`src/rtl/tanh_segment_fetch.sv`:
```
// Tanh front end: splits |x| into a table segment and in-segment fraction,
// then fetches the two bracketing samples for the downstream interpolator.
module tanh_segment_fetch #(
    parameter int DATA_W    = 8,
    parameter int FRAC_W    = 4,
    parameter int N_ENTRIES = 9
) (
    input  logic              clk,
    input  logic              rst,
    input  logic              in_valid,
    output logic              in_ready,
    input  logic [DATA_W-1:0] x,
    output logic              out_valid,
    input  logic              out_ready,
    output logic [DATA_W-1:0] base,
    output logic [DATA_W-1:0] next_data,
    output logic [DATA_W-1:0] change,
    output logic [DATA_W-1:0] remaining,
    input  logic              tbl_we,
    input  logic [3:0]        tbl_addr,
    input  logic [DATA_W-1:0] tbl_data
);

    localparam int MAG_W = DATA_W + 1;
    localparam int IDX_W = MAG_W - FRAC_W;
    localparam int TA_W  = 4;

    localparam logic [IDX_W-1:0] LAST_IDX = IDX_W'(N_ENTRIES - 1);
    localparam logic [TA_W-1:0]  LAST_TA  = TA_W'(N_ENTRIES - 1);

    typedef struct packed {
        logic              neg;
        logic [TA_W-1:0]   idx_b;
        logic [TA_W-1:0]   idx_n;
        logic [FRAC_W-1:0] frac;
    } s1_t;

    function automatic logic [DATA_W-1:0] def_entry(input int i);
        case (i)
            0:       return '0;
            1:       return DATA_W'(12);
            2:       return DATA_W'(15);
            default: return DATA_W'(16);
        endcase
    endfunction

    logic [DATA_W-1:0] tbl_q [N_ENTRIES];

    s1_t               s1_q, s1_d;
    logic              s1_valid_q;
    logic              out_valid_q;
    logic [DATA_W-1:0] base_q, base_d;
    logic [DATA_W-1:0] next_q, next_d;
    logic [DATA_W-1:0] change_q, change_d;
    logic [DATA_W-1:0] rem_q, rem_d;

    logic              s2_adv;
    logic              s1_adv;
    logic [MAG_W-1:0]  sx;
    logic [MAG_W-1:0]  mag;
    logic [IDX_W-1:0]  idx;
    logic [DATA_W-1:0] b_rd;
    logic [DATA_W-1:0] n_rd;

    assign s2_adv   = !out_valid_q || out_ready;
    assign s1_adv   = !s1_valid_q || s2_adv;
    assign in_ready = s1_adv && !rst;

    // One extra magnitude bit so the most negative input keeps its size.
    always_comb begin
        sx       = {x[DATA_W-1], x};
        mag      = x[DATA_W-1] ? (~sx + MAG_W'(1)) : sx;
        idx      = mag[MAG_W-1:FRAC_W];
        s1_d     = '0;
        s1_d.neg = x[DATA_W-1];
        if (idx >= LAST_IDX) begin
            s1_d.idx_b = LAST_TA;
            s1_d.idx_n = LAST_TA;
            s1_d.frac  = '0;
        end else begin
            s1_d.idx_b = idx[TA_W-1:0];
            s1_d.idx_n = idx[TA_W-1:0] + TA_W'(1);
            s1_d.frac  = mag[FRAC_W-1:0];
        end
    end

    always_comb begin
        b_rd     = tbl_q[s1_q.idx_b];
        n_rd     = tbl_q[s1_q.idx_n];
        base_d   = s1_q.neg ? -b_rd : b_rd;
        next_d   = s1_q.neg ? -n_rd : n_rd;
        change_d = next_d - base_d;
        rem_d    = {{(DATA_W-FRAC_W){1'b0}}, s1_q.frac};
    end

    always_ff @(posedge clk) begin
        if (rst) begin
            s1_valid_q <= 1'b0;
            s1_q       <= '0;
        end else if (s1_adv) begin
            s1_valid_q <= in_valid;
            if (in_valid) begin
                s1_q <= s1_d;
            end
        end
    end

    always_ff @(posedge clk) begin
        if (rst) begin
            out_valid_q <= 1'b0;
            base_q      <= '0;
            next_q      <= '0;
            change_q    <= '0;
            rem_q       <= '0;
        end else if (s2_adv) begin
            out_valid_q <= s1_valid_q;
            if (s1_valid_q) begin
                base_q   <= base_d;
                next_q   <= next_d;
                change_q <= change_d;
                rem_q    <= rem_d;
            end
        end
    end

    // Stage 2 samples tbl_q before this edge's write lands: read-first.
    always_ff @(posedge clk) begin
        if (rst) begin
            for (int i = 0; i < N_ENTRIES; i++) begin
                tbl_q[i] <= def_entry(i);
            end
        end else begin
            for (int i = 0; i < N_ENTRIES; i++) begin
                if (tbl_we && tbl_addr == TA_W'(i)) begin
                    tbl_q[i] <= tbl_data;
                end
            end
        end
    end

    assign out_valid = out_valid_q;
    assign base      = base_q;
    assign next_data = next_q;
    assign change    = change_q;
    assign remaining = rem_q;

endmodule
```
`config.mk`:
```
export PLATFORM = sky130hd
export DESIGN_NAME = tanh_segment_fetch
export DESIGN_NICKNAME = d
export VERILOG_FILES = /design/src/rtl/tanh_segment_fetch.sv
export SDC_FILE = /design/constraint.sdc
export NUM_CORES = 1
export LEC_CHECK = 0
export ABC_AREA = 1
export BUFFER_PORTS_ARGS = -buffer_cell sky130_fd_sc_hd__buf_2
export CAP_MARGIN = 20
export CELL_PAD_IN_SITES_DETAIL_PLACEMENT = 1
export CELL_PAD_IN_SITES_GLOBAL_PLACEMENT = 1
export CORE_MARGIN = 2
export CORE_UTILIZATION = 45
export DETAILED_ROUTE_END_ITERATION = 10
export GPL_TIMING_DRIVEN = 0
export PLACE_DENSITY = 0.91
export SYNTH_ARGS = -nofsm -noshare
export SYNTH_HDL_FRONTEND = slang
export SYNTH_SLANG_ARGS = --single-unit
```
`constraint.sdc`:
```
create_clock -name clk -period 3.1 [get_ports clk]
set_input_delay 0.62 -clock clk [delete_from_list [all_inputs] [get_ports clk]]
set_output_delay 0.62 -clock clk [all_outputs]
set_load 0.02 [all_outputs]
```
==> flow_summary.yaml, run 1 <==
outcome:
  status: "finished, violations left"
  failed_checks: "setup timing"
clock_tree:
  cts_tree: "built"
  clockRootBuffer: "clkbuf_16"
  clockBufferDepth: 2
  h-tree-depth: 4
  numCtsBuffers: 17
  cts_sinks: 123
  postCtsHoldBufs: 0
  clk_pin_slew_worst_paths_ns: 0.06
  clock_latency_ns: 0.45
critical_path:
  path_max_fanout: 10
  critPathLaunchType: "flip-flop"
  reg2regPathDepth: 23
  r2r_end: "change[7]"
  r2r_slack_ns: -0.26
  critPathRequiredTime_ns: 3.49
  worstPathArrival_ns: 3.75
  crit_type: "reg2reg"
  worstSetupEndpointType: "flip-flop"
place:
  place_area_um2: 7120
  preCtsSetupSlack_ns: -0.174
  hpwlAfterDp_um: 14400
  gp_congestion: 0.909
  numPortBuffers: 52
layout:
  drive_above_1_share_pct: 26.9
  fin_area_um2: 8290
  n_antenna_cell: 0
  fillers: 1723
  syn2layout_area_growth_pct: 25.2
  final_util_pct: 57.2
  fin_nets: 952
floorplan:
  die_h_um: 125
  initial_core_util_pct: 45.7
  ioPinCount: 59
  die_w_um: 125
  core-area_um2: 14500
  design.die.area_um2: 15700
  num_rows: 44
timing:
  finalCriticalPeriod_ns: 3.36
  timing.hold.ws_ns: 0.401
  fin_skew_ns: 0.0175
  maxSlewViolCount: 0
  worst_pin_slew_ns: 0.879
  rsz0062_at_grt: "true"
  relSlewSlack_pct: 40.6
  timing.final.crit_share_pct: 108
  fin_ws_ns: -0.255
  hold_viol_final: 0
  fmax_mhz: 298
  setup_viol: 6
detailed_routing:
  drcViolationCount: 0
  wire_per_inst_um: 26.6
  num_vias: 7085
  drt.antenna.violating_nets: 0
  vias_per_cell: 6.35
  drtIter0Drc: 933
  drtPass1Iterations: 5
  finalWirelength_um: 29700
power_and_ir_drop:
  p_sw_w: 0.00211
  swShare_pct: 36.4
  intPower_w: 0.00370
  ir_drop_mv: 0.492
  powerDensity_nw_per_um2: 701
  power.leakage_nw: 3.80
  finalPower_w: 0.00581
  seq_power_share_pct: 33.7
  combinationalPowerShare_pct: 31.5
  clkPwrFrac_pct: 34.8
hold_path:
  hold_end: "out_valid"
  hold-path-cell-count: 2
  hold_path.class: "in2reg"
  min_from: "rst"
synthesis:
  avgSynthCellArea_um2: 8.16
  synth_top_cell_by_area: "edfxtp_1"
  synth_seq_cells: 123
  synthCells: 811
  async_flop_share_pct: 0
  synth.area.top_cells: "edfxtp_1 33%, dfxtp_1 15%, nand2_1 11%"
  ys_seq_area_share_pct: 48.1
  synth_cell_types: 44
  synth_edf_count: 72
  synth_top_area_share_pct: 32.7
  ys_warn_count: 0
  ys.flop_type: "edfxtp_1"
  netlist_area_um2: 6620
grt:
  grt_max_degree: 17
  grt_overflow: 0
  grt_pass1_wl_um: 40300
  grt_pass1_vias: 7085
  grt_util_all_layers_pct: 33.6
  antenna_found_initial: 0
flow_run:
  cap_violations: 0
[power by group through the flow]
stage                     clock, W  combinational (W)  sequential, W
after global routing       0.00206            0.00190        0.00196
after floorplan                  0           0.000847        0.00198
after global placement           0            0.00116        0.00195
final                      0.00202            0.00183        0.00196
after CTS                  0.00193            0.00136        0.00193
after detailed placement         0            0.00122        0.00196
[how the worst max path moves through the flow]
| stage | endpoint | start | cells after the start | slack, ns |
|---|---|---|---|---|
| after floorplan | change[6] | flip-flop | 21 | 0.35 |
| after CTS | change[7] | flip-flop | 22 | -0.002 |
| after global placement | change[6] | flip-flop | 19 | -0.1 |
| final | change[7] | flip-flop | 23 | -0.26 |
| after detailed placement | change[5] | flip-flop | 24 | -0.17 |
| after global routing | change[7] | flip-flop | 22 | -0.30 |
[cell usage after synthesis, types with 7 or more instances]
master    count
nor2_1       55
xor2_1        9
o211ai_1     24
nand2_2      17
buf_4        10
nand3_1      86
a21oi_1      45
inv_2        13
buf_6         9
o21ai_0      43
nand2_1     186
buf_2         7
nand3_2       8
inv_1       110
o21ai_1      10
edfxtp_1     72
clkbuf_1     11
ha_1          7
dfxtp_1      51
[cell usage in the layout (no fill, tap or decap), drive strengths merged, types with 11 or more instances in the layout]
cell,instances
nand2,204
inv,126
o211ai,27
dfxtp,51
xor2,11
buf,114
edfxtp,72
clkbuf,41
o21ai,56
nor2,60
nand3,94
a21oi,45
[registers in the layout, summed over array words and instances (netlist names), named ones only]
name / flops
next_data: 8
out_valid: 1
base: 8
s1_q: 9
tbl_q: 72
rem_d: 4
remaining: 4
s1_valid_q: 1
change: 8
[critical path, cell delays in order, from the launching register on]
cell and delay, ns:
dfxtp_2 0.41, buf_6 0.20, o211ai_1 0.15, nand3_1 0.16, nand3_2 0.15, nand2_2 0.11
inv_2 0.08, ha_4 0.30, inv_1 0.05, nand2_2 0.10, o21ai_4 0.11, ha_4 0.30
inv_2 0.05, o21bai_1 0.25, nand2_1 0.14, nand2_2 0.13, nand3_2 0.09, nand2_2 0.11
nand3_2 0.11, nand2_1 0.08, nand3_1 0.06, nand3_1 0.07, nand2_1 0.05, inv_1 0.05
[through the flow]
| step | setup TNS [ns] | cells |
|---|---|---|
| 2_1_floorplan | 0 | 814 |
| 3_3_place_gp | -0.219 | 1050 |
| 3_5_place_dp | -0.563 | 1050 |
| 4_1_cts | -0.00221 | 1098 |
| 5_1_grt | -1.07 | 1116 |
| 6_report | -0.882 | 1116 |
[cell families (layout without fill, tap and decap cells)]
family          count (synthesis)  count (layout)  synth area share [%]
simple gates                  363             363                  24.3
buf+inv                       166             284                  11.8
compound gates                137             137                  12.2
flops                         123             123                  48.1
xor+xnor                       13              13                  1.95
fa+ha+maj                       8               8                  1.63
other cells                     1               4                0.0567
[layout make-up]
class	instances	area [um2]	area share [%]
Timing Repair Buffer	87	548	6.61
Inverter	125	493	5.95
Buffer	40	328	3.96
Multi-Input combinational cell	525	2930	35.3
Clock inverter	4	22.5	0.272
Sequential cell	123	3190	38.5
Clock buffer	28	551	6.64
Tap cell	184	230	2.78
[timing repair]
action | 4_1_cts | 5_1_grt
buffers inserted | 17 | 17
pin swaps | 7 | 36
endpoints found under the setup margin | 5 | 7
resized for setup | 22 | 73
gates cloned | 0 | 1
[metal layers]
layer | global-route usage [%] | vias to the layer above | part of all wire (%)
li1 | - | 2862 | -
met4 | 20.2 | 0 | 8.3
met5 | 0 | - | 0
met2 | 57.8 | 584 | 47
met3 | 6.85 | 215 | 9.2
met1 | 38.5 | 3424 | 35
No activity file was read; power rests on OpenSTA's default activity.
==> inputs of run 2 (changes only) <==
ABC_AREA = unset   (was 1)
PLACE_DENSITY = 0.87   (was 0.91)
==> run 2 against run 1 <==
  * The run still ends with setup timing left
  * Combinational power is 34% lower
  * First-iteration DRC count is 69% lower
  * Final area is 9.9% lower
  * Count of clock-buffer cells in the layout is 3 lower
  * Clock power hardly changed
==> flow_summary.yaml, run 2 <==
outcome:
  status: "finished, violations left"
  failed_checks: "setup timing"
hold_path:
  hold-path-cell-count: 2
  hold_path.class: "reg2reg"
clock_tree:
  clockRootBuffer: "clkbuf_16"
  h-tree-depth: 4
  numCtsBuffers: 17
  cts_tree: "built"
  clk_pin_slew_worst_paths_ns: 0.05
  clock_latency_ns: 0.44
  postCtsHoldBufs: 0
  clockBufferDepth: 2
  cts_sinks: 123
power_and_ir_drop:
  clkPwrFrac_pct: 39.1
  ir_drop_mv: 0.424
  combinationalPowerShare_pct: 23.4
  power.leakage_nw: 2.78
  finalPower_w: 0.00520
  intPower_w: 0.00373
  powerDensity_nw_per_um2: 696
  seq_power_share_pct: 37.5
  swShare_pct: 28.1
  p_sw_w: 0.00146
synthesis:
  synth_top_cell_by_area: "edfxtp_1"
  synth_cell_types: 62
  ys_warn_count: 0
  avgSynthCellArea_um2: 11.9
  netlist_area_um2: 6060
  synth_edf_count: 72
  synth_seq_cells: 123
  yosysMostFrequentCell: "edfxtp_1"
  ys.flop_type: "edfxtp_1"
  synthCells: 509
  ys_seq_area_share_pct: 52.6
  async_flop_share_pct: 0
  synth.area.top_cells: "edfxtp_1 36%, dfxtp_1 17%, mux4_2 7.8%"
  synth_commonest_cells: "72 x edfxtp_1, 51 x dfxtp_1, 46 x nor2_1"
  synth_top_area_share_pct: 35.7
timing:
  fin_skew_ns: 0.0234
  hold_viol_final: 0
  timing.hold.ws_ns: 0.459
  fmax_mhz: 287
  fin_ws_ns: -0.381
  rsz0062_at_grt: "true"
  setup_viol: 5
  finalCriticalPeriod_ns: 3.48
  maxSlewViolCount: 0
  worst_pin_slew_ns: 1.10
  relSlewSlack_pct: 26.3
  timing.final.crit_share_pct: 112
  setup_tns_ns: -1.61
flow_run:
  cap_violations: 0
floorplan:
  ioPinCount: 59
  num_rows: 42
  initial_core_util_pct: 45.9
  core-area_um2: 13200
  die_h_um: 120
  design.die.area_um2: 14400
  die_w_um: 120
detailed_routing:
  wire_per_inst_um: 21.3
  drtIter0Drc: 292
  drcViolationCount: 0
  vias_per_cell: 5.64
  drtPass1Iterations: 5
  drt.antenna.violating_nets: 0
  finalWirelength_um: 16900
  num_vias: 4459
layout:
  layout_commonest_cell: "edfxtp_1"
  final_cell_mix: "72 x edfxtp_1, 51 x buf_2, 48 x dfxtp_1, 45 x nor2_1, 42 x nand2_1"
  largestRegisters: "tbl_q x72, s1_q x9"
  drive_above_1_share_pct: 30.6
  fin_nets: 634
  regMostFlops: "tbl_q"
  n_antenna_cell: 0
  fin_cells: 790
  fillers: 1373
  largest_register_ffs: 72
  syn2layout_area_growth_pct: 23.2
grt:
  grt_overflow: 0
  grt_util_all_layers_pct: 24.9
  grt_max_degree: 17
  top_usage_layer: "met2"
  grt_pass1_vias: 4899
  met1_usage_pct: 27.7
  antenna_found_initial: 1
  grt_pass1_wl_um: 26700
  met3_usage_pct: 6.13
  grt_use_met2_pct: 44.5
critical_path:
  worstSetupEndpointType: "flip-flop"
  crit_type: "reg2reg"
  critPathRequiredTime_ns: 3.38
  path_max_fanout: 5
  reg2regPathDepth: 14
  critPathLaunchType: "flip-flop"
  worstPathArrival_ns: 3.77
place:
  place_inst: 739
  hpwlAfterDp_um: 11800
  numPortBuffers: 51
  gp_congestion: 0.822
  preCtsSetupSlack_ns: -0.608
## run 2: cell types whose count changed after synthesis, moves of 28 or more
cell     before  now
nand3_1      86    4
inv_1       110   13
o21ai_0      43    4
nand2_1     186   42
mux2i_1       0   28
## run 2: worst paths after layout
check / start / end / slack [ns]
setup reg to reg: flip-flop / change[4] / -0.38
hold reg to reg: next_data[1] / next_data[1] / 0.46
hold / removal: next_data[1] / next_data[1] / 0.46
setup / recovery: flip-flop / change[4] / -0.38
## run 2: logic make-up after synthesis
logic type	count (synthesis)	synth area share [%]
adder cells (fa/ha/maj)	12	2.48
XOR/XNOR	25	3.74
AO/OA/AOI/OAI	99	11.6
AND/OR/NAND/NOR	139	10.8
buffers and inverters	49	4.17
other	1	0.0619
multiplexers	61	14.7
flip-flops	123	52.6
## run 2: timing repair
item,in CTS,in global routing
setup buffers,21,1
setup endpoints to repair,5,5
gates resized for setup,17,8
pin swaps,18,8
endpoints found under the hold margin,0,0
cloned,0,0
## run 2: layout make-up
type                            instances  area [um2]  share of cell area, %
Buffer                                 31         209                   2.80
Clock buffer                           25         485                   6.50
Clock inverter                          7         113                   1.51
Inverter                               15        58.8                  0.788
Multi-Input combinational cell        340        2770                   37.1
Sequential cell                       123        3190                   42.7
Tap cell                              176         220                   2.95
Timing Repair Buffer                   73         420                   5.63
## run 2: stage by stage
step | util (%) | instance area [um2]
detailed placement | 50.3 | 6640
CTS | 56.4 | 7440
finish | 56.6 | 7460
global route | 56.6 | 7460
global placement | 50.3 | 6640
floorplan | - | 6160
## run 2: routing by layer
metal	share of wire, %	wire length (um)
met1	40	6710
met2	53	8970
met3	4.3	718
met4	2.7	463
met5	0	0
## run 2: critical path, cell delays in order (launching register included)
cell and delay (ns):
dfxtp_4 0.37, buf_12 0.14, mux2i_2 0.15, mux4_2 0.51, o21ai_4 0.17, inv_2 0.07
ha_4 0.26, mux2_4 0.18, inv_4 0.04, fa_2 0.40, maj3_2 0.32, maj3_2 0.34
and3_4 0.16, o21ai_2 0.13, a21oi_1 0.08
## run 2: power groups by stage
stage	Clock (W)	Combinational, W	Sequential (W)
final	0.00203	0.00121	0.00195
after global routing	0.00212	0.00131	0.00196
after CTS	0.00206	0.00119	0.00195
after detailed placement	0	0.00107	0.00197
after global placement	0	0.00102	0.00195
after floorplan	0	0.000762	0.00199
==> inputs of run 3 (changes only) <==
clock period = 3.95 ns   (was 3.1 ns; I/O delays follow)
==> run 3 against run 2 <==
  * The run now ends clean
  * Count of clock-buffer cells in the layout fell by 5
  * Sequential share of layout area is 1.2 points higher
  * Utilization down 1.6 points
  * Combinational power down 30%
  * Total power fell by 23%
  * Final area down 2.8%
  * First-iteration DRC count increased by 12%
  * Setup slack gained 0.52 ns
  * Clock power fell by 20%
  * Flip-flop and latch count unchanged
  * Clock skew fell by 0.017 ns
  * Critical path type unchanged
  * Largest cell class unchanged
==> flow_summary.yaml, run 3 (same netlist as run 2, synthesis figures left out) <==
power_and_ir_drop:
  intPower_w: 0.00287
  seq_power_share_pct: 38.1
  clkPwrFrac_pct: 40.6
  p_sw_w: 0.00113
  ir_drop_mv: 0.305
  powerDensity_nw_per_um2: 551
  power.leakage_nw: 2.68
  finalPower_w: 0.00400
  swShare_pct: 28.2
  combinationalPowerShare_pct: 21.3
layout:
  final_cell_mix: "72 x edfxtp_1, 54 x buf_2, 51 x dfxtp_1, 46 x nor2_1, 42 x nand2_1"
  regMostFlops: "tbl_q"
  fillers: 1368
  layout.area.seq_um2: 3180
  fin_area_um2: 7250
  n_antenna_cell: 0
  largest_register_ffs: 72
  multiInputGateArea_um2: 2680
  layout_commonest_cell: "edfxtp_1"
  syn2layout_area_growth_pct: 19.8
  drive_above_1_share_pct: 25.5
  fin_nets: 617
  largestRegisters: "tbl_q x72, s1_q x9"
critical_path:
  path_max_fanout: 10
  critPathRequiredTime_ns: 4.29
  r2r_slack_ns: 0.14
  critPathMaxStageDelay_ns: 0.38
  reg2regPathDepth: 15
  critPathLaunchType: "flip-flop"
  cp_slowest_cell: "o31a_1"
  crit_type: "reg2reg"
  crit_chain: "buf_2 -> nor2_1 -> a22o_1 -> o31a_1 -> ha_1 -> nor2_1 -> a21oi_2 -> inv_1 -> ha_1 -> a21oi_1 -> maj3_2 -> a21oi_4 -> nor3b_4 -> or3_1 -> a311oi_2"
  worstPathArrival_ns: 4.15
  worstSetupEndpointType: "flip-flop"
timing:
  relSlewSlack_pct: 31.5
  setup_viol: 0
  finalCriticalPeriod_ns: 3.81
  fmax_mhz: 262
  fin_skew_ns: 0.00671
  worst_pin_slew_ns: 1.03
  setup_tns_ns: 0
  hold_viol_final: 0
  timing.final.crit_share_pct: 96.5
  timing.hold.ws_ns: 0.449
  maxSlewViolCount: 0
detailed_routing:
  finalWirelength_um: 15800
  drtIter0Drc: 327
  num_vias: 4321
  drcViolationCount: 0
  drt.antenna.violating_nets: 0
  vias_per_cell: 5.59
  wire_per_inst_um: 20.5
  drtPass1Iterations: 4
clock_tree:
  clockRootBuffer: "clkbuf_16"
  cts_sinks: 123
  clk_pin_slew_worst_paths_ns: 0.06
  h-tree-depth: 4
  clock_latency_ns: 0.43
  numCtsBuffers: 17
  clockBufferDepth: 2
  cts_tree: "built"
place:
  hpwlAfterDp_um: 11300
  place_area_um2: 6540
  numPortBuffers: 51
  gp_congestion: 0.837
grt:
  grt_overflow: 0
  grt_pass1_wl_um: 25300
  grt_util_all_layers_pct: 23.1
  grt_max_degree: 17
  antenna_found_initial: 0
  grt_pass1_vias: 4755
floorplan:
  initial_core_util_pct: 45.9
  ioPinCount: 59
  design.die.area_um2: 14400
  die_w_um: 120
  num_rows: 42
  die_h_um: 120
  core-area_um2: 13200
outcome:
  status: "finished, final reports clean"
flow_run:
  cap_violations: 0
hold_path:
  hold-path-cell-count: 2
  hold_path.class: "reg2reg"
-- run 3: timing repair --
action | CTS | global route
resized for setup | 3 | 16
cloned | 0 | 0
buffers inserted | 0 | 3
setup endpoints to repair | 4 | 4
hold buffers | 0 | 0
-- run 3: cell type report --
| type | instances | area share [%] |
|---|---|---|
| clock inverters | 12 | 2.38 |
| multi-input cells | 340 | 37.0 |
| clock buffers | 20 | 6.02 |
| well taps | 176 | 3.04 |
| repair buffers | 54 | 3.83 |
| flip-flops and latches | 123 | 43.9 |
| inverters | 15 | 0.776 |
| plain buffers | 33 | 3.09 |
-- run 3: per-layer routing --
| layer | routed length, um | vias up | track usage (%) |
|---|---|---|---|
| met1 | 6720 | 2174 | 27.9 |
| met3 | 734 | 23 | 5.09 |
| met5 | 0 | - | 0 |
| li1 | - | 2026 | - |
| met4 | 278 | 0 | 9.93 |
| met2 | 8080 | 98 | 39.9 |
-- run 3: path summary, 6_finish.rpt --
| path | from | to |
|---|---|---|
| worst min register to register | change[2] | change[2] |
| worst min-delay path | change[2] | change[2] |
| worst max-delay path | flip-flop | change[5] |
| worst max register to register | flip-flop | change[5] |
-- run 3: worst max-delay path, delay by kind of cell, from the launching register on --
family,cells,cell delay [ns]
AOI/OAI and AO/OA,6,1.34
adders and majority gates,3,0.96
and+or+nand+nor,4,0.64
buffers and inverters,2,0.39
DFF,1,0.37
-- run 3: power groups by stage --
| stage | clock network (W) | logic [W] | registers (W) |
|---|---|---|---|
| after floorplan | 0 | 0.000560 | 0.00156 |
| after global placement | 0 | 0.000762 | 0.00153 |
| final | 0.00162 | 0.000851 | 0.00152 |
| after global routing | 0.00169 | 0.000924 | 0.00153 |
| after CTS | 0.00164 | 0.000810 | 0.00152 |
| after detailed placement | 0 | 0.000795 | 0.00155 |
-- run 3: through the flow --
stage,util [%],worst slack [ns],std cells
floorplan,-,0.380,512
global placement,49.6,-0.0136,739
detailed placement,49.6,-0.168,739
CTS,54.3,0.00652,770
global route,55.0,-0.0196,773
finish,55.0,0.137,773
